--- src/rtl/pipeline_hazard_ctrl.sv ---
// Stall/flush sequencer for the 5-stage RV32IM pipe; strobes are combinational (0-cycle), state/counter registered.
// dmem busywait freezes everything; optional stall counter built only when HAZARD_PERF_CNT_EN is defined.
module pipeline_hazard_ctrl #(
    parameter int MUL_LATENCY = 1,
    parameter int DIV_LATENCY = 33,
    parameter int CNT_W       = 6
) (
    input  logic        clk,
    input  logic        rst,
    input  logic        imem_busywait,
    input  logic        dmem_busywait,
    input  logic [4:0]  id_rs1_addr,
    input  logic [4:0]  id_rs2_addr,
    input  logic        id_uses_rs1,
    input  logic        id_uses_rs2,
    input  logic        ex_mem_read,
    input  logic [4:0]  ex_dest_addr,
    input  logic        ex_branch_taken,
    input  logic        ex_muldiv_valid,
    input  logic        ex_is_div,
    output logic        pc_en,
    output logic        if_id_en,
    output logic        id_ex_en,
    output logic        ex_mem_en,
    output logic        mem_wb_en,
    output logic        if_id_flush,
    output logic        id_ex_flush,
    output logic        ex_mem_flush,
    output logic        md_start,
    output logic        md_done,
    output logic [31:0] stall_cycles
);

    typedef enum logic [0:0] {
        RUN     = 1'b0,
        MD_WAIT = 1'b1
    } state_t;

    localparam logic [CNT_W-1:0] MUL_LAT = CNT_W'(MUL_LATENCY);
    localparam logic [CNT_W-1:0] DIV_LAT = CNT_W'(DIV_LATENCY);
    localparam logic [CNT_W-1:0] ONE     = CNT_W'(1);

    state_t           state, state_nxt;
    logic [CNT_W-1:0] cnt, cnt_nxt;
    logic [CNT_W-1:0] md_lat;
    logic             md_stall;
    logic             load_use;

    assign md_lat = ex_is_div ? DIV_LAT : MUL_LAT;

    assign load_use = ex_mem_read && (ex_dest_addr != 5'd0) &&
                      ((id_uses_rs1 && (id_rs1_addr == ex_dest_addr)) ||
                       (id_uses_rs2 && (id_rs2_addr == ex_dest_addr)));

    always_ff @(posedge clk or negedge rst) begin
        if (!rst) begin
            state <= RUN;
            cnt   <= '0;
        end else begin
            state <= state_nxt;
            cnt   <= cnt_nxt;
        end
    end

    // Occupancy FSM: a frozen pipe (dmem busywait) holds state and counter untouched.
    always_comb begin
        state_nxt = state;
        cnt_nxt   = cnt;
        md_stall  = 1'b0;
        md_start  = 1'b0;
        md_done   = 1'b0;
        if (rst && !dmem_busywait) begin
            case (state)
                RUN: begin
                    if (ex_muldiv_valid) begin
                        md_start = 1'b1;
                        if (md_lat > ONE) begin
                            md_stall  = 1'b1;
                            cnt_nxt   = md_lat - ONE;
                            state_nxt = MD_WAIT;
                        end else begin
                            md_done = 1'b1;
                        end
                    end
                end
                MD_WAIT: begin
                    if (cnt > ONE) begin
                        md_stall = 1'b1;
                        cnt_nxt  = cnt - ONE;
                    end else begin
                        md_done   = 1'b1;
                        cnt_nxt   = '0;
                        state_nxt = RUN;
                    end
                end
                default: begin
                    state_nxt = RUN;
                    cnt_nxt   = '0;
                end
            endcase
        end
    end

    // Strobe priority: dmem freeze > mul/div stall > branch redirect > load-use > imem wait.
    always_comb begin
        pc_en        = 1'b0;
        if_id_en     = 1'b0;
        id_ex_en     = 1'b0;
        ex_mem_en    = 1'b0;
        mem_wb_en    = 1'b0;
        if_id_flush  = 1'b0;
        id_ex_flush  = 1'b0;
        ex_mem_flush = 1'b0;
        if (rst && !dmem_busywait) begin
            pc_en     = 1'b1;
            if_id_en  = 1'b1;
            id_ex_en  = 1'b1;
            ex_mem_en = 1'b1;
            mem_wb_en = 1'b1;
            if (md_stall) begin
                pc_en        = 1'b0;
                if_id_en     = 1'b0;
                id_ex_en     = 1'b0;
                ex_mem_flush = 1'b1;
            end else if (ex_branch_taken) begin
                if_id_flush = 1'b1;
                id_ex_flush = 1'b1;
            end else if (load_use) begin
                pc_en       = 1'b0;
                if_id_en    = 1'b0;
                id_ex_flush = 1'b1;
            end else if (imem_busywait) begin
                pc_en       = 1'b0;
                if_id_flush = 1'b1;
            end
        end
    end

`ifdef HAZARD_PERF_CNT_EN
    logic [31:0] stall_cnt;

    always_ff @(posedge clk or negedge rst) begin
        if (!rst) begin
            stall_cnt <= '0;
        end else if (!pc_en && (stall_cnt != 32'hFFFF_FFFF)) begin
            stall_cnt <= stall_cnt + 32'd1;
        end
    end

    assign stall_cycles = stall_cnt;
`else
    assign stall_cycles = 32'h0;
`endif

endmodule
--- config.mk ---
export PLATFORM = sky130hd
export DESIGN_NAME = pipeline_hazard_ctrl
export DESIGN_NICKNAME = d
export VERILOG_FILES = /design/src/rtl/pipeline_hazard_ctrl.sv
export SDC_FILE = /design/constraint.sdc
export NUM_CORES = 1
export LEC_CHECK = 0
export CAP_MARGIN = 20
export CORE_MARGIN = 2
export CORE_UTILIZATION = 31
export DETAILED_ROUTE_END_ITERATION = 10
export GPL_TIMING_DRIVEN = 0
export PLACE_DENSITY_LB_ADDON = 0.3
export SLEW_MARGIN = 15
export SYNTH_ARGS = -nofsm -noshare
export SYNTH_HDL_FRONTEND = slang
export SYNTH_SLANG_ARGS = --single-unit
--- constraint.sdc ---
create_clock -name clk -period 1.7 [get_ports clk]
set_clock_uncertainty 0.15 [all_clocks]
set_input_delay 0.34 -clock clk [delete_from_list [all_inputs] [get_ports clk]]
set_output_delay 0.34 -clock clk [all_outputs]
set_load 0.01 [all_outputs]
==> results of run 1 <==
state kept, by name, summed over array words and instances, names as in the netlist:
signal,flops
cnt,6
state,1
final cells by class:
| class | count | area [um2] | area share |
|---|---|---|---|
| buffer | 33 | 247.7 | 0.1457 |
| clock buffer | 4 | 26.28 | 0.01545 |
| inverter | 5 | 23.77 | 0.01398 |
| multi-input combinational | 96 | 691.9 | 0.4069 |
| sequential | 7 | 177.7 | 0.1045 |
| tap | 31 | 38.79 | 0.02281 |
| timing repair buffer | 56 | 494.2 | 0.2907 |
where the power goes:
| group | leakage, nW | internal [mW] | total, mW | switching (mW) |
|---|---|---|---|---|
| clock network | 0.0150 | 0.0892 | 0.145 | 0.0557 |
| logic | 0.761 | 0.556 | 1.03 | 0.470 |
| registers | 0.0838 | 0.239 | 0.324 | 0.0849 |
| total | 0.860 | 0.885 | 1.50 | 0.611 |
worst max path at each step:
stage                  endpoint  slack (ns)  cells past startpoint
floorplan              if_id_en       -0.19                      4
global placement       if_id_en       -1.24                      6
detailed placement     if_id_en       -1.27                      6
CTS                 id_ex_flush       -0.62                      6
global route        id_ex_flush       -0.67                      6
finish              id_ex_flush       -0.58                      6
cell families after synthesis:
kind of cell             synth area share
AO/OA/AOI/OAI                      0.1556
XOR/XNOR                           0.1264
adder cells (fa/ha/maj)           0.02777
buffers and inverters              0.2958
flip-flops                         0.1944
other                            0.004163
AND/OR/NAND/NOR                    0.1958
metal layers:
metal / track usage / vias up / share of wire
li1: - / 490 / -
met1: 0.1395 / 438 / 0.33
met2: 0.3084 / 60 / 0.54
met3: 0.04241 / 7 / 0.10
met4: 0.06977 / 0 / 0.020
met5: 0 / - / 0
through the flow:
step                TNS [ns]  total power [mW]  std cells  hold slack, ns  cell area [um2]
finish                -4.264             1.495        232          0.3553             1700
global placement      -13.27            0.8884        206          0.3841             1418
CTS                   -3.821             1.350        227          0.3929             1628
global route          -5.141             1.592        232          0.3835             1700
floorplan            -0.5919            0.7313        141         -0.1056             1039
detailed placement    -13.84            0.9165        206          0.3952             1418
cells in the final DEF, fill, tap and decap left out, types with 4 or more instances in the layout:
cell type        instances
buf_2                    6
nand3_1                  4
buf_4                   49
nor2_1                   5
dlygate4sd2_1            5
conb_1                  32
buf_6                    8
xnor2_1                 10
nand2_1                  6
dfrtp_1                  5
clkdlybuf4s50_1         18
critical path, cell delays in order:
cell and delay (ns):
dlygate4sd2_1 0.28, or4_4 0.51, o21ai_4 0.16, and3b_1 0.18
a22o_1 0.17, buf_2 0.14
repair_timing:
action                                  in CTS  in global routing
hold buffers                                 1                  0
pin swaps                                   11                  6
endpoints found under the setup margin      17                 15
buffers inserted                            16                  5
resized for setup                           69                 13
endpoints found under the hold margin        7                  0
==> results.ini, run 1 <==
[run_status]
outcome=finished, violations left
violations=setup timing

[power]
leakagePower_nw=0.8597
ir_worst_vdd_mv=0.9276
power_density_nw_per_um2=879.5

[critical_path]
reg2reg_from=cnt[4]
cp.arrival_ns=1.79
cp_max_fo=3
worstRegToRegCells=6
r2r-end=cnt[5]
end_kind=output port
crit_type=primary input to output port
crit_start=ex_dest_addr[1]
reg2reg_slack_ns=-0.18
cp-start-kind=primary input
required_ns=1.21

[detailed_routing]
wl_per_cell_um=11.96
drtIter0Drc=25
vias=995
drc=0
ant_nets=0
post_drt_via_cell_ratio=4.289
drt-total-wl_um=2774
first_pass_iters=5

[floorplan]
io_pins=67
die_area_um2=3353
die_w_um=57.91
die_height_um=57.91
start_util=0.3267
core_area_um2=2758
num_rows=19

[yosys]
synthesis.area_um2=900.9
synth.most_common_cell=buf_4
ys.flop_type=dfrtp_1
synthTopCellsByCount=buf_4, xnor2_1, dfrtp_1
yosysWarnings=0
avgSynthCellArea_um2=8.190
ys_top_cells_by_area=buf_4, dfrtp_1, xnor2_1
ys_ff_latch=7
syn_inst=110
synth.distinct_cells=33
synth_top_cell_by_area=buf_4
synthArstFlopShare=1.000
synth_edf_count=0
yosysSeqAreaShare=0.1944
synth_top_area_frac=0.2750

[grt]
grt_pass1_wl_um=3926
globalRouteOverflowTotal=0
antenna_found_initial=0
gr-usage-all-layers=0.1538
grt_pass1_vias=917
grt_max_degree=8

[finish]
nets=229
drive_above_1_share=0.4677
final_core_util=0.6166
fillers=244
area_delta_synth_final_pct=88.75
insertedDiodeCount=0

[sta]
timing.final.ws_setup_ns=-0.5812
min_period_ns=2.281
max_freq_ghz=0.4384
hold_viol=0
maxSlewViolCount=0
setup_viol=14
period_share=1.342
rsz0062_at_grt=true

[place]
place.port_buffers=34
gp_congestion=0.8104
hpwl_um=1931
place_ws_ns=-1.267

[clock_tree]
cts_inserted_buffers=3
clock_latency_ns=0.25
cts_root_buf=clkbuf_4
clock_path_buffers=2
clkTransAtPathRegs_ns=0.05
cts_tree=yes
cts.sinks=7
htree_num_levels=1

[worst_hold_path]
hp-class=register to register
holdPathEnd=cnt[0]
whs_path_depth=1
min_from=cnt[0]

[job]
maxCapViolCount=0

Note: power is estimated with default switching activity, not from simulation.
==> run 2: changes to the inputs <==
==> constraint.sdc (replaced) <==
create_clock -name clk -period 1.9 [get_ports clk]
set_clock_uncertainty 0.15 [all_clocks]
set_input_delay 0.38 -clock clk [delete_from_list [all_inputs] [get_ports clk]]
set_output_delay 0.38 -clock clk [all_outputs]
set_load 0.01 [all_outputs]
==> results.ini, run 2 (synthesis gave the netlist of run 1 again) <==
[clock_tree]
cts_tree=yes
clkTransAtPathRegs_ns=0.06
clock_latency_ns=0.27
cts_root_buf=clkbuf_4
htree_num_levels=1
cts_inserted_buffers=3
cts.sinks=7
clock_path_buffers=2

[critical_path]
cp-start-kind=register
crit_type=register to output port
required_ns=1.37
cp_max_fo=4
cp-endpoint=id_ex_flush
crit_start=cnt[2]
worstRegToRegCells=8
cp.arrival_ns=1.90
reg2reg_from=cnt[2]
reg2reg_slack_ns=-0.19
end_kind=output port
r2r-end=cnt[5]

[finish]
largest_reg_flops=6
final_cell_mix=buf_4, conb_1, clkdlybuf4s50_1, xnor2_1, buf_6
layout_commonest_cell=buf_4
top_register=cnt
insertedDiodeCount=0
area_delta_synth_final_pct=77.64
drive_above_1_share=0.4051
top_regs=cnt (6), state (1)
nets=223
fillers=262

[power]
leakagePower_nw=0.8319
power.total_mw=1.210
power_density_nw_per_um2=756.1
ir_worst_vdd_mv=0.6563

[floorplan]
die_w_um=57.91
die_area_um2=3353
num_rows=19
die_height_um=57.91
io_pins=67
core_area_um2=2758
start_util=0.3267

[sta]
max_freq_ghz=0.4114
hold_viol=0
totalNegativeSetupSlack_ns=-3.523
maxSlewViolCount=0
timing.final.ws_setup_ns=-0.5309
period_share=1.279
rsz0062_at_grt=true
min_period_ns=2.431
setup_viol=10

[detailed_routing]
ant_nets=0
vias=958
drt-total-wl_um=2588
wl_per_cell_um=11.45
drtIter0Drc=21
drc=0
post_drt_via_cell_ratio=4.239
first_pass_iters=4

[worst_hold_path]
whs_path_depth=1
hp-class=register to register

[place]
hpwl_um=1767
gp_congestion=0.8544
place.port_buffers=34

[grt]
grt_max_degree=8
gr-usage-all-layers=0.1506
grt_pass1_wl_um=3829
globalRouteOverflowTotal=0
antenna_found_initial=0
grt_pass1_vias=870

[job]
maxCapViolCount=0

[run_status]
outcome=finished, violations left
violations=setup timing

-- run 2: layout make-up --
class | count | area [um2] | share of cell area
Multi-Input combinational cell | 96 | 645.6 | 0.4034
Timing Repair Buffer | 50 | 446.7 | 0.2791
Buffer | 33 | 247.7 | 0.1548
Sequential cell | 7 | 176.4 | 0.1102
Tap cell | 31 | 38.79 | 0.02424
Clock buffer | 4 | 26.28 | 0.01642
Inverter | 5 | 18.77 | 0.01173
-- run 2: power breakdown --
part / leakage (nW) / switching (mW) / internal [mW]
Sequential: 0.0850 / 0.0861 / 0.213
Clock: 0.0150 / 0.0633 / 0.0807
Combinational: 0.732 / 0.346 / 0.421
-- run 2: layer usage --
metal | vias to the layer above | global-route usage | share of wire
met5 | - | 0 | 0
met4 | 0 | 0.04983 | 0.011
met3 | 5 | 0.05804 | 0.12
met2 | 50 | 0.2711 | 0.51
met1 | 423 | 0.1604 | 0.36
li1 | 480 | - | -
-- run 2: worst min-delay path by stage --
| stage | startpoint | end | slack [ns] |
|---|---|---|---|
| detailed placement | cnt[4] | cnt[4] | 0.39 |
| CTS | cnt[1] | cnt[1] | 0.41 |
| finish | cnt[0] | cnt[0] | 0.40 |
| global route | cnt[0] | cnt[0] | 0.42 |
| global placement | cnt[1] | cnt[1] | 0.37 |
| floorplan | rst | cnt[0] | -0.07 |
-- run 2: worst max-delay path: stages, from the launching register on --
cell and delay, ns:
dfrtp_1 0.39, or3_4 0.41, o31ai_4 0.28, buf_6 0.15, and3b_1 0.15, a22o_1 0.13, buf_2 0.13
-- run 2: repair_timing --
item	4_1_cts	5_1_grt
hold endpoints to repair	7	0
setup buffers	13	4
pin swaps	5	4
cloned	0	0
endpoints found under the setup margin	14	13
resized for setup	60	10
hold buffers	1	0
-- run 2: through the flow --
stage | instances | cell area [um2] | hold WS [ns] | utilization | worst slack, ns
detailed placement | 206 | 1404 | 0.3890 | 0.5091 | -1.208
floorplan | 141 | 1025 | -0.06559 | - | -0.04539
finish | 226 | 1600 | 0.4038 | 0.5803 | -0.5309
CTS | 223 | 1540 | 0.4104 | 0.5585 | -0.5724
global route | 226 | 1600 | 0.4184 | 0.5803 | -0.6117
global placement | 206 | 1404 | 0.3675 | 0.5091 | -1.143
